## src/rtl/cbus_arbiter_if.sv

```systemverilog
// Shared cbus request/response types and the arbiter's bus interface.
// slave = arbiter side, master = requester/bus environment side.
package cbus_pkg;

  typedef struct packed {
    logic        valid;
    logic        is_write;
    logic [1:0]  size;
    logic [31:0] addr;
    logic [3:0]  strobe;
    logic [31:0] data;
    logic [7:0]  len;
  } cbus_req_t;

  typedef struct packed {
    logic        ready;
    logic        last;
    logic [31:0] data;
  } cbus_resp_t;

  typedef enum logic {
    ARB_IDLE = 1'b0,
    ARB_BUSY = 1'b1
  } arb_state_t;

endpackage

interface cbus_arbiter_if #(
  parameter int NUM_INPUTS = 2
);
  import cbus_pkg::*;

  localparam int IDX_W = (NUM_INPUTS > 1) ? $clog2(NUM_INPUTS) : 1;

  // Handshake: a requester raises valid with a stable request and holds it until it
  // sees ready && last; every cycle with ready high is one accepted beat of the burst.
  cbus_req_t        ireqs  [NUM_INPUTS];
  cbus_resp_t       iresps [NUM_INPUTS];
  cbus_req_t        oreq;
  cbus_resp_t       oresp;
  logic             busy;
  logic [IDX_W-1:0] grant_idx;
  arb_state_t       state;

  modport slave (
    input  ireqs, oresp,
    output iresps, oreq, busy, grant_idx, state
  );

  modport master (
    output ireqs, oresp,
    input  iresps, oreq, busy, grant_idx, state
  );

endinterface

```

## src/rtl/cbus_arbiter.sv

```systemverilog
// Burst-granular arbiter sharing one cbus among NUM_INPUTS requesters.
// Define CBUS_ARB_ROUND_ROBIN_EN for rotating priority; otherwise lowest index wins.
module cbus_arbiter
  import cbus_pkg::*;
#(
  parameter int NUM_INPUTS = 2
) (
  input  logic          clk,
  input  logic          reset,
  cbus_arbiter_if.slave bus
);

  localparam int               IDX_W    = (NUM_INPUTS > 1) ? $clog2(NUM_INPUTS) : 1;
  localparam logic [IDX_W-1:0] LAST_IDX = IDX_W'(NUM_INPUTS - 1);
  localparam logic [IDX_W:0]   N_W      = (IDX_W + 1)'(NUM_INPUTS);

  arb_state_t       state_q, state_d;
  logic [IDX_W-1:0] grant_q, grant_d;
  logic [IDX_W-1:0] ptr_q, ptr_d;
  logic [IDX_W-1:0] sel_idx;
  logic             sel_found;
  logic [IDX_W:0]   cand;
  logic             burst_done;

  assign burst_done = bus.oresp.ready & bus.oresp.last;

  // First valid requester at or after the pointer, wrapping around.
  always_comb begin
    sel_found = 1'b0;
    sel_idx   = ptr_q;
    cand      = '0;
    for (int i = 0; i < NUM_INPUTS; i++) begin
      cand = {1'b0, ptr_q} + (IDX_W + 1)'(i);
      if (cand >= N_W) begin
        cand = cand - N_W;
      end
      if (!sel_found && bus.ireqs[cand[IDX_W-1:0]].valid) begin
        sel_found = 1'b1;
        sel_idx   = cand[IDX_W-1:0];
      end
    end
  end

  always_ff @(posedge clk) begin
    if (reset) begin
      state_q <= ARB_IDLE;
      grant_q <= '0;
      ptr_q   <= '0;
    end else begin
      state_q <= state_d;
      grant_q <= grant_d;
      ptr_q   <= ptr_d;
    end
  end

  always_comb begin
    state_d = state_q;
    grant_d = grant_q;
    ptr_d   = ptr_q;
    case (state_q)
      ARB_IDLE: begin
        if (sel_found) begin
          grant_d = sel_idx;
          state_d = ARB_BUSY;
        end
      end
      ARB_BUSY: begin
        if (burst_done) begin
          state_d = ARB_IDLE;
`ifdef CBUS_ARB_ROUND_ROBIN_EN
          ptr_d   = (grant_q == LAST_IDX) ? '0 : grant_q + 1'b1;
`else
          ptr_d   = '0;
`endif
        end
      end
      default: state_d = ARB_IDLE;
    endcase
  end

  // Only the granted requester is connected; everything else reads as zero.
  always_comb begin
    bus.oreq = '0;
    for (int i = 0; i < NUM_INPUTS; i++) begin
      bus.iresps[i] = '0;
    end
    if (state_q == ARB_BUSY) begin
      bus.oreq            = bus.ireqs[grant_q];
      bus.iresps[grant_q] = bus.oresp;
    end
  end

  assign bus.busy      = (state_q == ARB_BUSY);
  assign bus.grant_idx = grant_q;
  assign bus.state     = state_q;

endmodule

```

## src/flat_wrapper.sv

```systemverilog
// flat-port wrapper written by rule: the top's interface ports become plain ports
module cbus_arbiter_flat import cbus_pkg::*;
#(
  parameter int NUM_INPUTS = 2
)
  (clk, reset, bus_ireqs, bus_oresp, bus_iresps, bus_oreq, bus_busy, bus_grant_idx, bus_state);
  cbus_arbiter_if #(.NUM_INPUTS(NUM_INPUTS)) bus_i ();
  input  logic clk;
  input  logic reset;
  input wire logic [$bits(bus_i.ireqs)-1:0] bus_ireqs;
  input wire logic [$bits(bus_i.oresp)-1:0] bus_oresp;
  output wire logic [$bits(bus_i.iresps)-1:0] bus_iresps;
  output wire logic [$bits(bus_i.oreq)-1:0] bus_oreq;
  output wire logic [$bits(bus_i.busy)-1:0] bus_busy;
  output wire logic [$bits(bus_i.grant_idx)-1:0] bus_grant_idx;
  output wire logic [$bits(bus_i.state)-1:0] bus_state;
  assign bus_i.ireqs = {>>{bus_ireqs}};
  assign bus_i.oresp = bus_oresp;
  assign bus_iresps = {>>{bus_i.iresps}};
  assign bus_oreq = bus_i.oreq;
  assign bus_busy = bus_i.busy;
  assign bus_grant_idx = bus_i.grant_idx;
  assign bus_state = bus_i.state;
  cbus_arbiter #(.NUM_INPUTS(NUM_INPUTS)) u_core (.clk(clk), .reset(reset), .bus(bus_i));
endmodule
```

## config.mk

```make
export PLATFORM = sky130hd
export DESIGN_NAME = cbus_arbiter_flat
export DESIGN_NICKNAME = d
export VERILOG_FILES = /design/src/rtl/cbus_arbiter_if.sv /design/src/rtl/cbus_arbiter.sv /design/src/flat_wrapper.sv
export SDC_FILE = /design/constraint.sdc
export NUM_CORES = 1
export LEC_CHECK = 0
export ABC_CLOCK_PERIOD_IN_PS = 1300
export BUFFER_PORTS_ARGS = -buffer_cell sky130_fd_sc_hd__buf_2
export CAP_MARGIN = 5
export CORE_AREA = 3 3 134 136
export CTS_CLUSTER_SIZE = 40
export DETAILED_ROUTE_END_ITERATION = 10
export DIE_AREA = 0 0 137 139
export GPL_TIMING_DRIVEN = 0
export PLACE_DENSITY_LB_ADDON = 0.2
export RECOVER_POWER = 100
export REMOVE_ABC_BUFFERS = 1
export SLEW_MARGIN = 10
export SYNTH_ARGS = -nofsm -noshare
export SYNTH_HDL_FRONTEND = slang
export SYNTH_SLANG_ARGS = --single-unit
```

## constraint.sdc

```tcl
create_clock -name clk -period 1.3 [get_ports clk]
set_clock_uncertainty 0.1 [all_clocks]
set_input_delay 0.065 -clock clk [delete_from_list [all_inputs] [get_ports clk]]
set_output_delay 0.065 -clock clk [all_outputs]
set_load 0.005 [all_outputs]
```

==> results.cfg, run 1 <==
[outcome]
status = complete, but fails checks
violations = negative setup slack

[worst_setup_path]
crit_path_end_kind = output pin
startpoint_type = register
worstPathCellList = buf_12 -> buf_16 -> nor2b_4 -> buf_12 -> and2_4 -> buf_6
critical_path_required_ns = 1.13
cp_top_family = buffers and inverters
reg2reg_depth = 4
slowest_stage = dfxtp_4
timing.rr.end = u_core.bus.grant_idx
arrival_ns = 1.39
worst-path-buf-inv = 4
cpMostUsedCell = buf_12
rrSetupSlack_ns = 0.07
max_stage_delay_ns = 0.35
r2r-start = u_core.bus.busy
crit_type = register to output pin
critPathMaxFanout = 14

[drt]
firstDrtPassIters = 4
routed_via_density = 3.910
finalWirelength_um = 13720
wl_per_cell_um = 16.09
wl_met2_um = 7553
met1_length_um = 4742
routed.top_layer = met4
vias = 3335
drc = 0
dr_wl_met3_um = 1291
drt_iter0_markers = 42
final_antenna_net_count = 0

[synth]
synthSimpleGateAreaFrac = 0.4177
synth_compound_area_frac = 0.009763
avgSynthCellArea_um2 = 6.720
synthMuxAreaShare = 0.4463
synth_fa_ha_area_frac = 0
synth_top_family_by_area = multiplexers
synth_xor_area_frac = 0
ys_ff_latch = 2
yosysSeqAreaShare = 0.02232
yosysWarnings = 0
syn_inst = 267
synth_cell_type_count = 19
netlist_area_um2 = 1794

[global_routing]
grt_start_max_net_pins = 82
grt_pass1_wl_um = 17600
antenna_found_initial = 1
grt.total_usage = 0.1171
grt_pass1_vias = 3177
overflow = 0

[sta]
period_minus_slack_ns = 1.556
slew_viol_final = 0
rsz0062_at_grt = yes
holdWs_ns = 0.04461
period_share = 1.197
tightest_slew_ns = 0.2624
max_freq_mhz = 642.5
fin_ws_ns = -0.2563
slew_headroom = 0.8250
setup_viol = 146
finalHoldViolations = 0

[final_layout]
layout-drive-gt1-share = 0.6831
final_cell_mix = 315 x buf_2, 82 x nor2_1, 69 x mux2i_1
final_common_cell = buf_2
num_antenna_cells = 0
syn_to_final_growth_pct = 163.8
nNetsFinal = 825

[clock_network]
cts_root_buf = clkbuf_16
cts_buffers = 3
clock_latency_ns = 0.22
cts_sinks = 2
cts_tree = done
cts_max_level = 1
cts.clk_slew.worst_paths_ns = 0.03
clk_path_buf_depth = 2

[placed_design]
dp.final_hpwl_um = 9313
dpl_worst_slack_ns = -1.063
globalplace.congestion = 0.6764
portBuffers = 346

[hold_path]
hold_depth = 3
min_to = u_core.bus.grant_idx
hold_path_class = input port to register
hold_start = bus_ireqs[79]

[power]
power_density_nw_per_um2 = 468.2
power_leakage_nw = 2.601
peakVddDrop_mv = 0.3789

[floorplanning]
start_util = 0.1052
die_h_um = 139
fp.dieArea_um2 = 19040
ios = 347
die_width_um = 137
fp.coreArea_um2 = 17060
row_count = 48

[run]
drv_cap = 0
[how the worst max path moves through the flow]
stage,to,start,slack [ns],depth (start not counted)
5_1_grt,bus_iresps[64],u_core.bus.grant_idx,-0.31,6
6_report,bus_iresps[39],u_core.bus.grant_idx,-0.26,6
4_1_cts,bus_oreq[7],u_core.bus.grant_idx,-0.28,6
3_5_place_dp,bus_oreq[25],u_core.bus.busy,-1.06,3
3_3_place_gp,bus_iresps[39],u_core.bus.grant_idx,-4.67,3
2_1_floorplan,bus_iresps[34],u_core.bus.grant_idx,-2.80,2
[worst min-delay path, cell delays in order]
cell and delay (ns):
buf_2 0.12, nand2b_1 0.08, a221oi_1 0.07
[per-layer routing]
layer / global-route usage / vias to the layer above
li1: - / 1625
met1: 0.1159 / 1474
met2: 0.2484 / 224
met3: 0.02141 / 12
met4: 0.01471 / 0
met5: 0 / -
[power breakdown]
group | switching, W | total (W) | internal, W
clock network | 0.0000789 | 0.000483 | 0.000404
registers | 0.00000823 | 0.0000743 | 0.0000661
logic | 0.000732 | 0.00166 | 0.000927
[synth_stat cells, drive strengths merged]
master | n | area [um2]
nor2 | 82 | 307.8
mux2i | 80 | 800.8
and2 | 33 | 206.5
and3 | 33 | 206.5
buf | 20 | 142.6
clkbuf | 9 | 36.29
dfxtp | 2 | 40.04
inv | 2 | 7.500
a221oi | 1 | 8.760
a311oi | 1 | 8.760
nand2 | 1 | 3.750
nand2b | 1 | 6.260
nor2b | 1 | 13.76
nor3 | 1 | 5.000
[state kept, by name (all words and copies together) (netlist names)]
| signal | count |
|---|---|
| u_core.bus.busy | 1 |
| u_core.bus.grant_idx | 1 |
[layout make-up]
class / count / area, um2
multi-input cells: 236 / 1803
flip-flops and latches: 2 / 47.55
inverters: 2 / 33.78
well taps: 225 / 281.5
fillers: 1850 / 12320
repair buffers: 383 / 2477
clock buffers: 4 / 78.83
repair inverters: 1 / 11.26
[through the flow]
stage	utilization	power, W	std cells	instance area, um2	setup TNS, ns
3_3_place_gp	0.2127	0.001361	809	3628	-612.64
2_1_floorplan	-	0.0006373	238	1615	-390.00
5_1_grt	0.2775	0.002374	853	4733	-34.76
3_5_place_dp	0.2163	0.001299	811	3690	-121.20
6_report	0.2775	0.002216	853	4733	-28.27
4_1_cts	0.2517	0.002086	843	4293	-32.63
[cell families (layout without fill, tap and decap cells)]
group           Yosys count  after routing
simple gates            152            154
mux                      80             80
buf+inv                  31            390
compound gates            2              2
flops                     2              2
[timing repair]
action,in CTS,in global routing
setup buffers,15,11
pin swaps,0,17
gates resized for setup,28,81
hold buffers,4,0
endpoints found under the hold margin,2,0
gates cloned,9,3
setup endpoints to repair,153,148
Note: power is estimated with default switching activity, not from simulation.
==> inputs of run 2 (changes only) <==
--- a/config.mk
+++ b/config.mk
@@ -5,10 +5,11 @@
 export SDC_FILE = /design/constraint.sdc
 export NUM_CORES = 1
 export LEC_CHECK = 0
+export ABC_AREA = 1
 export ABC_CLOCK_PERIOD_IN_PS = 1300
 export BUFFER_PORTS_ARGS = -buffer_cell sky130_fd_sc_hd__buf_2
 export CAP_MARGIN = 5
-export CORE_AREA = 3 3 134 136
+export CORE_AREA = 8 8 129 131
 export CTS_CLUSTER_SIZE = 40
 export DETAILED_ROUTE_END_ITERATION = 10
 export DIE_AREA = 0 0 137 139
==> run 2 against run 1 <==
Via count increased by 13%; hold slack got worse by 0.020 ns; cell count increased by 7.5%; sequential power increased by 12%; the run still ends with negative setup slack left; flip-flop and latch count unchanged; largest power group unchanged; global-route usage increased by 2.7 points; critical path depth decreased by 1; routed wire length increased by 16%; clock power decreased by 1%.
==> results.cfg, run 2 <==
[floorplanning]
start_util = 0.1131
row_count = 45
ios = 347
fp.coreArea_um2 = 14750
die_width_um = 137
fp.dieArea_um2 = 19040
die_h_um = 139

[sta]
fin_ws_ns = -0.1830
max_freq_mhz = 674.3
slew_viol_final = 0
period_minus_slack_ns = 1.483
period_share = 1.141
tightest_slew_ns = 0.2340
slew_headroom = 0.8440
finalHoldViolations = 0
setup_viol = 148
rsz0062_at_grt = yes

[final_layout]
nFillCells = 1688
fin_cells = 917
final_area_um2 = 4384
syn_to_final_growth_pct = 162.9
nNetsFinal = 926
layout-drive-gt1-share = 0.6379
final_util = 0.2972
sequential_cell_area_um2 = 47.55
final_common_cell = buf_2
multi_input_area_um2 = 1689
num_antenna_cells = 0
final_cell_mix = 345 x buf_2, 128 x nand2_1, 56 x nor2_1

[drt]
firstDrtPassIters = 4
routed.top_layer = met4
drc = 0
drt_iter0_markers = 103
routed_via_density = 4.099
final_antenna_net_count = 0
met1_length_um = 5509
wl_met2_um = 8485
wl_per_cell_um = 17.39
vias = 3759
finalWirelength_um = 15950
dr_wl_met3_um = 1874

[worst_setup_path]
critPathMaxFanout = 8
arrival_ns = 1.32
crit_type = register to output pin
startpoint_type = register
critical_path_required_ns = 1.13
crit_path_end_kind = output pin

[synth]
netlist_area_um2 = 1668
synth-main-ff-cell = dfxtp_1
synth_top_cell_area_share = 0.3623
yosys-top-cells-area = nand2_1 36%, a21oi_1 24%, nor2_1 16%
synth-async-reset-ratio = 0
synth_cell_type_count = 13
avgSynthCellArea_um2 = 4.299
synth_largest_area_cell = nand2_1
yosysMostFrequentCell = nand2_1
yosysSeqAreaShare = 0.02401
yosysWarnings = 0
ys_ff_latch = 2
synthTopCellsByCount = 161 x nand2_1, 81 x a21oi_1, 69 x nor2_1, 35 x inv_1, 21 x buf_2
syn_inst = 388
synth-edff-count = 0

[clock_network]
cts.clk_slew.worst_paths_ns = 0.03
clock_latency_ns = 0.22
cts_root_buf = clkbuf_16
cts_buffers = 3
cts_max_level = 1
clk_path_buf_depth = 2
cts_tree = done
cts_sinks = 2

[global_routing]
grt_start_max_net_pins = 41
grt_pass1_vias = 3610
overflow = 0
antenna_found_initial = 0
grt_pass1_wl_um = 21460
grt.total_usage = 0.1446

[hold_path]
hold_path_class = input port to register

[placed_design]
globalplace.congestion = 0.7616
dpl-instance-area_um2 = 3507
dp.cells = 891
dpl_worst_slack_ns = -1.424
portBuffers = 346
dp.final_hpwl_um = 10900

[power]
peakVddDrop_mv = 0.3538
power_density_nw_per_um2 = 500.4
power_leakage_nw = 2.700
total_power_w = 0.002194

[outcome]
status = complete, but fails checks
violations = negative setup slack

[run]
drv_cap = 0
-- run 2: stage by stage --
step                      hold WS (ns)  setup TNS [ns]
after global routing           0.05843          -27.32
after CTS                      0.01707          -19.26
after detailed placement        0.1488          -90.92
final                          0.02484          -17.15
after floorplan                0.03407         -259.88
after global placement          0.1462         -566.66
-- run 2: kinds of logic (layout without fill, tap and decap cells) --
kind of cell,after synthesis,in the layout,synth area share
and+or+nand+nor,232,235,0.5244
AOI/OAI and AO/OA,84,84,0.2536
buffers and inverters,70,408,0.1981
DFF,2,2,0.02401
-- run 2: layout make-up --
type / count / share of cell area
clock buffer: 4 / 0.01798
sequential: 2 / 0.01084
multi-input combinational: 319 / 0.3853
timing repair inverter: 3 / 0.01256
inverter: 37 / 0.03710
timing repair buffer: 364 / 0.4826
tap: 188 / 0.05365
-- run 2: what timing repair did --
item / 4_1_cts / 5_1_grt
hold buffers: 1 / 0
resized for setup: 39 / 92
buffers inserted: 7 / 0
cloned: 11 / 3
setup endpoints to repair: 151 / 150
endpoints found under the hold margin: 1 / 0
pin swaps: 8 / 40
-- run 2: report_power, final --
group / switching [W] / leakage (nW) / internal, W
registers: 0.0000161 / 0.0178 / 0.0000672
clock network: 0.0000742 / 0.0382 / 0.000404
logic: 0.000880 / 2.64 / 0.000752
total: 0.000971 / 2.70 / 0.00122
-- run 2: worst paths after layout --
path,startpoint,endpoint,slack (ns),depth (start not counted)
worst max register to register,u_core.bus.busy,u_core.bus.busy,0.11,4
worst min-delay path,bus_oresp[32],u_core.bus.busy,0.02,4
worst max-delay path,u_core.bus.grant_idx,bus_oreq[41],-0.18,5
worst min register to register,u_core.bus.busy,u_core.bus.busy,0.64,3
-- run 2: per-layer routing --
layer	vias up	global-route usage
li1	1873	-
met1	1657	0.1460
met2	221	0.2842
met3	8	0.04638
met4	0	0.01487
met5	-	0
-- run 2: worst max-delay path, cell delays in order, from the launching register on --
cell	delay, ns
dfxtp_4	0.44
buf_8	0.17
clkbuf_16	0.17
nand2_1	0.05
a21oi_1	0.12
buf_2	0.14
==> inputs of run 3 (changes only) <==
==> constraint.sdc (replaced) <==
create_clock -name clk -period 1.3 [get_ports clk]
set_clock_uncertainty 0.1 [all_clocks]
set_input_delay 0.13 -clock clk [delete_from_list [all_inputs] [get_ports clk]]
set_output_delay 0.13 -clock clk [all_outputs]
set_load 0.005 [all_outputs]
==> run 3 against run 2 <==
The run still ends with negative setup slack left; sequential power about the same; combinational power barely moved; hold slack improved by 0.065 ns; routed wire length did not move; critical endpoint unchanged.
==> results.cfg, run 3 (synthesis results as in run 2) <==
[drt]
drt_iter0_markers = 103
firstDrtPassIters = 4
vias = 3759
final_antenna_net_count = 0
finalWirelength_um = 15950
drc = 0
routed_via_density = 4.099
wl_per_cell_um = 17.39

[sta]
slew_headroom = 0.8440
setup_viol = 149
rsz0062_at_grt = yes
fin_ws_ns = -0.2480
max_freq_mhz = 646.0
holdWs_ns = 0.08984
period_minus_slack_ns = 1.548
period_share = 1.191
slew_viol_final = 0
finalSetupTns_ns = -26.82
tightest_slew_ns = 0.2340
finalHoldViolations = 0

[placed_design]
dpl_worst_slack_ns = -1.489
globalplace.congestion = 0.7616
dp.final_hpwl_um = 10900
portBuffers = 346

[clock_network]
clock_latency_ns = 0.22
cts_sinks = 2
cts_tree = done
cts_buffers = 3
cts_root_buf = clkbuf_16
clk_path_buf_depth = 2
cts.clk_slew.worst_paths_ns = 0.03
cts_max_level = 1

[final_layout]
final_common_cell = buf_2
layout-drive-gt1-share = 0.6379
final_cell_mix = 345 x buf_2, 128 x nand2_1, 56 x nor2_1
num_antenna_cells = 0
syn_to_final_growth_pct = 162.9
nNetsFinal = 926
final_util = 0.2972

[power]
clkPwrFrac = 0.218
combPwrFrac = 0.744
p_sw_frac = 0.4424
power_leakage_nw = 2.700
total_power_w = 0.002194
pwr-share-seq = 0.038
peakVddDrop_mv = 0.3538
power.switching_w = 0.0009706
power_density_nw_per_um2 = 500.4
internal_power_w = 0.001223

[worst_setup_path]
rrSetupSlack_ns = 0.11
startpoint_type = register
timing.rr.end = u_core.bus.busy
crit_type = register to output pin
critical_path_required_ns = 1.07
reg2reg_depth = 4
r2r-start = u_core.bus.busy
crit_path_end_kind = output pin
arrival_ns = 1.32
critPathMaxFanout = 8

[floorplanning]
die_width_um = 137
start_util = 0.1131
ios = 347
row_count = 45
die_h_um = 139
fp.coreArea_um2 = 14750
fp.dieArea_um2 = 19040

[global_routing]
grt_start_max_net_pins = 41
antenna_found_initial = 0
overflow = 0
grt.total_usage = 0.1446
grt_pass1_vias = 3610
grt_pass1_wl_um = 21460

[hold_path]
hold_start = bus_oresp[32]
min_to = u_core.bus.busy
hold_path_class = input port to register
hold_depth = 4

[outcome]
violations = negative setup slack
status = complete, but fails checks

[run]
drv_cap = 0
[run 3: cell counts in the layout (fill, tap and decap cells not counted)]
No cell type changed its count.
[run 3: cell type report]
cell class / count / area [um2]
repair inverters: 3 / 55.05
flip-flops and latches: 2 / 47.55
well taps: 188 / 235.2
multi-input cells: 319 / 1689
clock buffers: 4 / 78.83
inverters: 37 / 162.7
fillers: 1688 / 10370
repair buffers: 364 / 2116
[run 3: critical path, stage by stage, from the launching register on]
cell and delay [ns]:
dfxtp_4 0.44, buf_8 0.17, clkbuf_16 0.17, nand2_1 0.05, a21oi_1 0.12, buf_2 0.14
[run 3: layer usage]
layer	track usage	share of wire	vias to the layer above	routed length (um)
li1	-	-	1873	-
met2	0.2842	0.53	221	8485
met3	0.04638	0.12	8	1874
met1	0.1460	0.35	1657	5509
met4	0.01487	0.0050	0	80
met5	0	0	-	0
[run 3: power groups by stage]
stage	logic, W	clock network (W)	registers, W
global placement	0.00117	0	0.000133
floorplan	0.000456	0	0.000109
global route	0.00179	0.000495	0.0000849
finish	0.00163	0.000478	0.0000833
detailed placement	0.00121	0	0.0000942
CTS	0.00149	0.000486	0.0000816
[run 3: timing repair]
action / CTS / global route
hold endpoints to repair: 1 / 0
setup endpoints to repair: 151 / 150
setup buffers: 7 / 0
cloned: 11 / 3
hold buffers: 1 / 0
pin swaps: 8 / 40
resized for setup: 39 / 92
[run 3: worst max path at each step]
stage	endpoint	slack (ns)	from	depth (start not counted)
after floorplan	bus_oreq[79]	-2.48	u_core.bus.grant_idx	3
after global placement	bus_iresps[51]	-4.91	u_core.bus.grant_idx	4
after detailed placement	bus_oreq[79]	-1.49	u_core.bus.grant_idx	4
after CTS	bus_oreq[34]	-0.24	u_core.bus.grant_idx	5
after global routing	bus_oreq[8]	-0.33	u_core.bus.grant_idx	5
final	bus_oreq[41]	-0.25	u_core.bus.grant_idx	5
[run 3: stage by stage]
step           area (um2)  std cells
5_1_grt              4384        917
2_1_floorplan        1476        355
3_5_place_dp         3507        891
3_3_place_gp         3443        889
6_report             4384        917
4_1_cts              3988        914
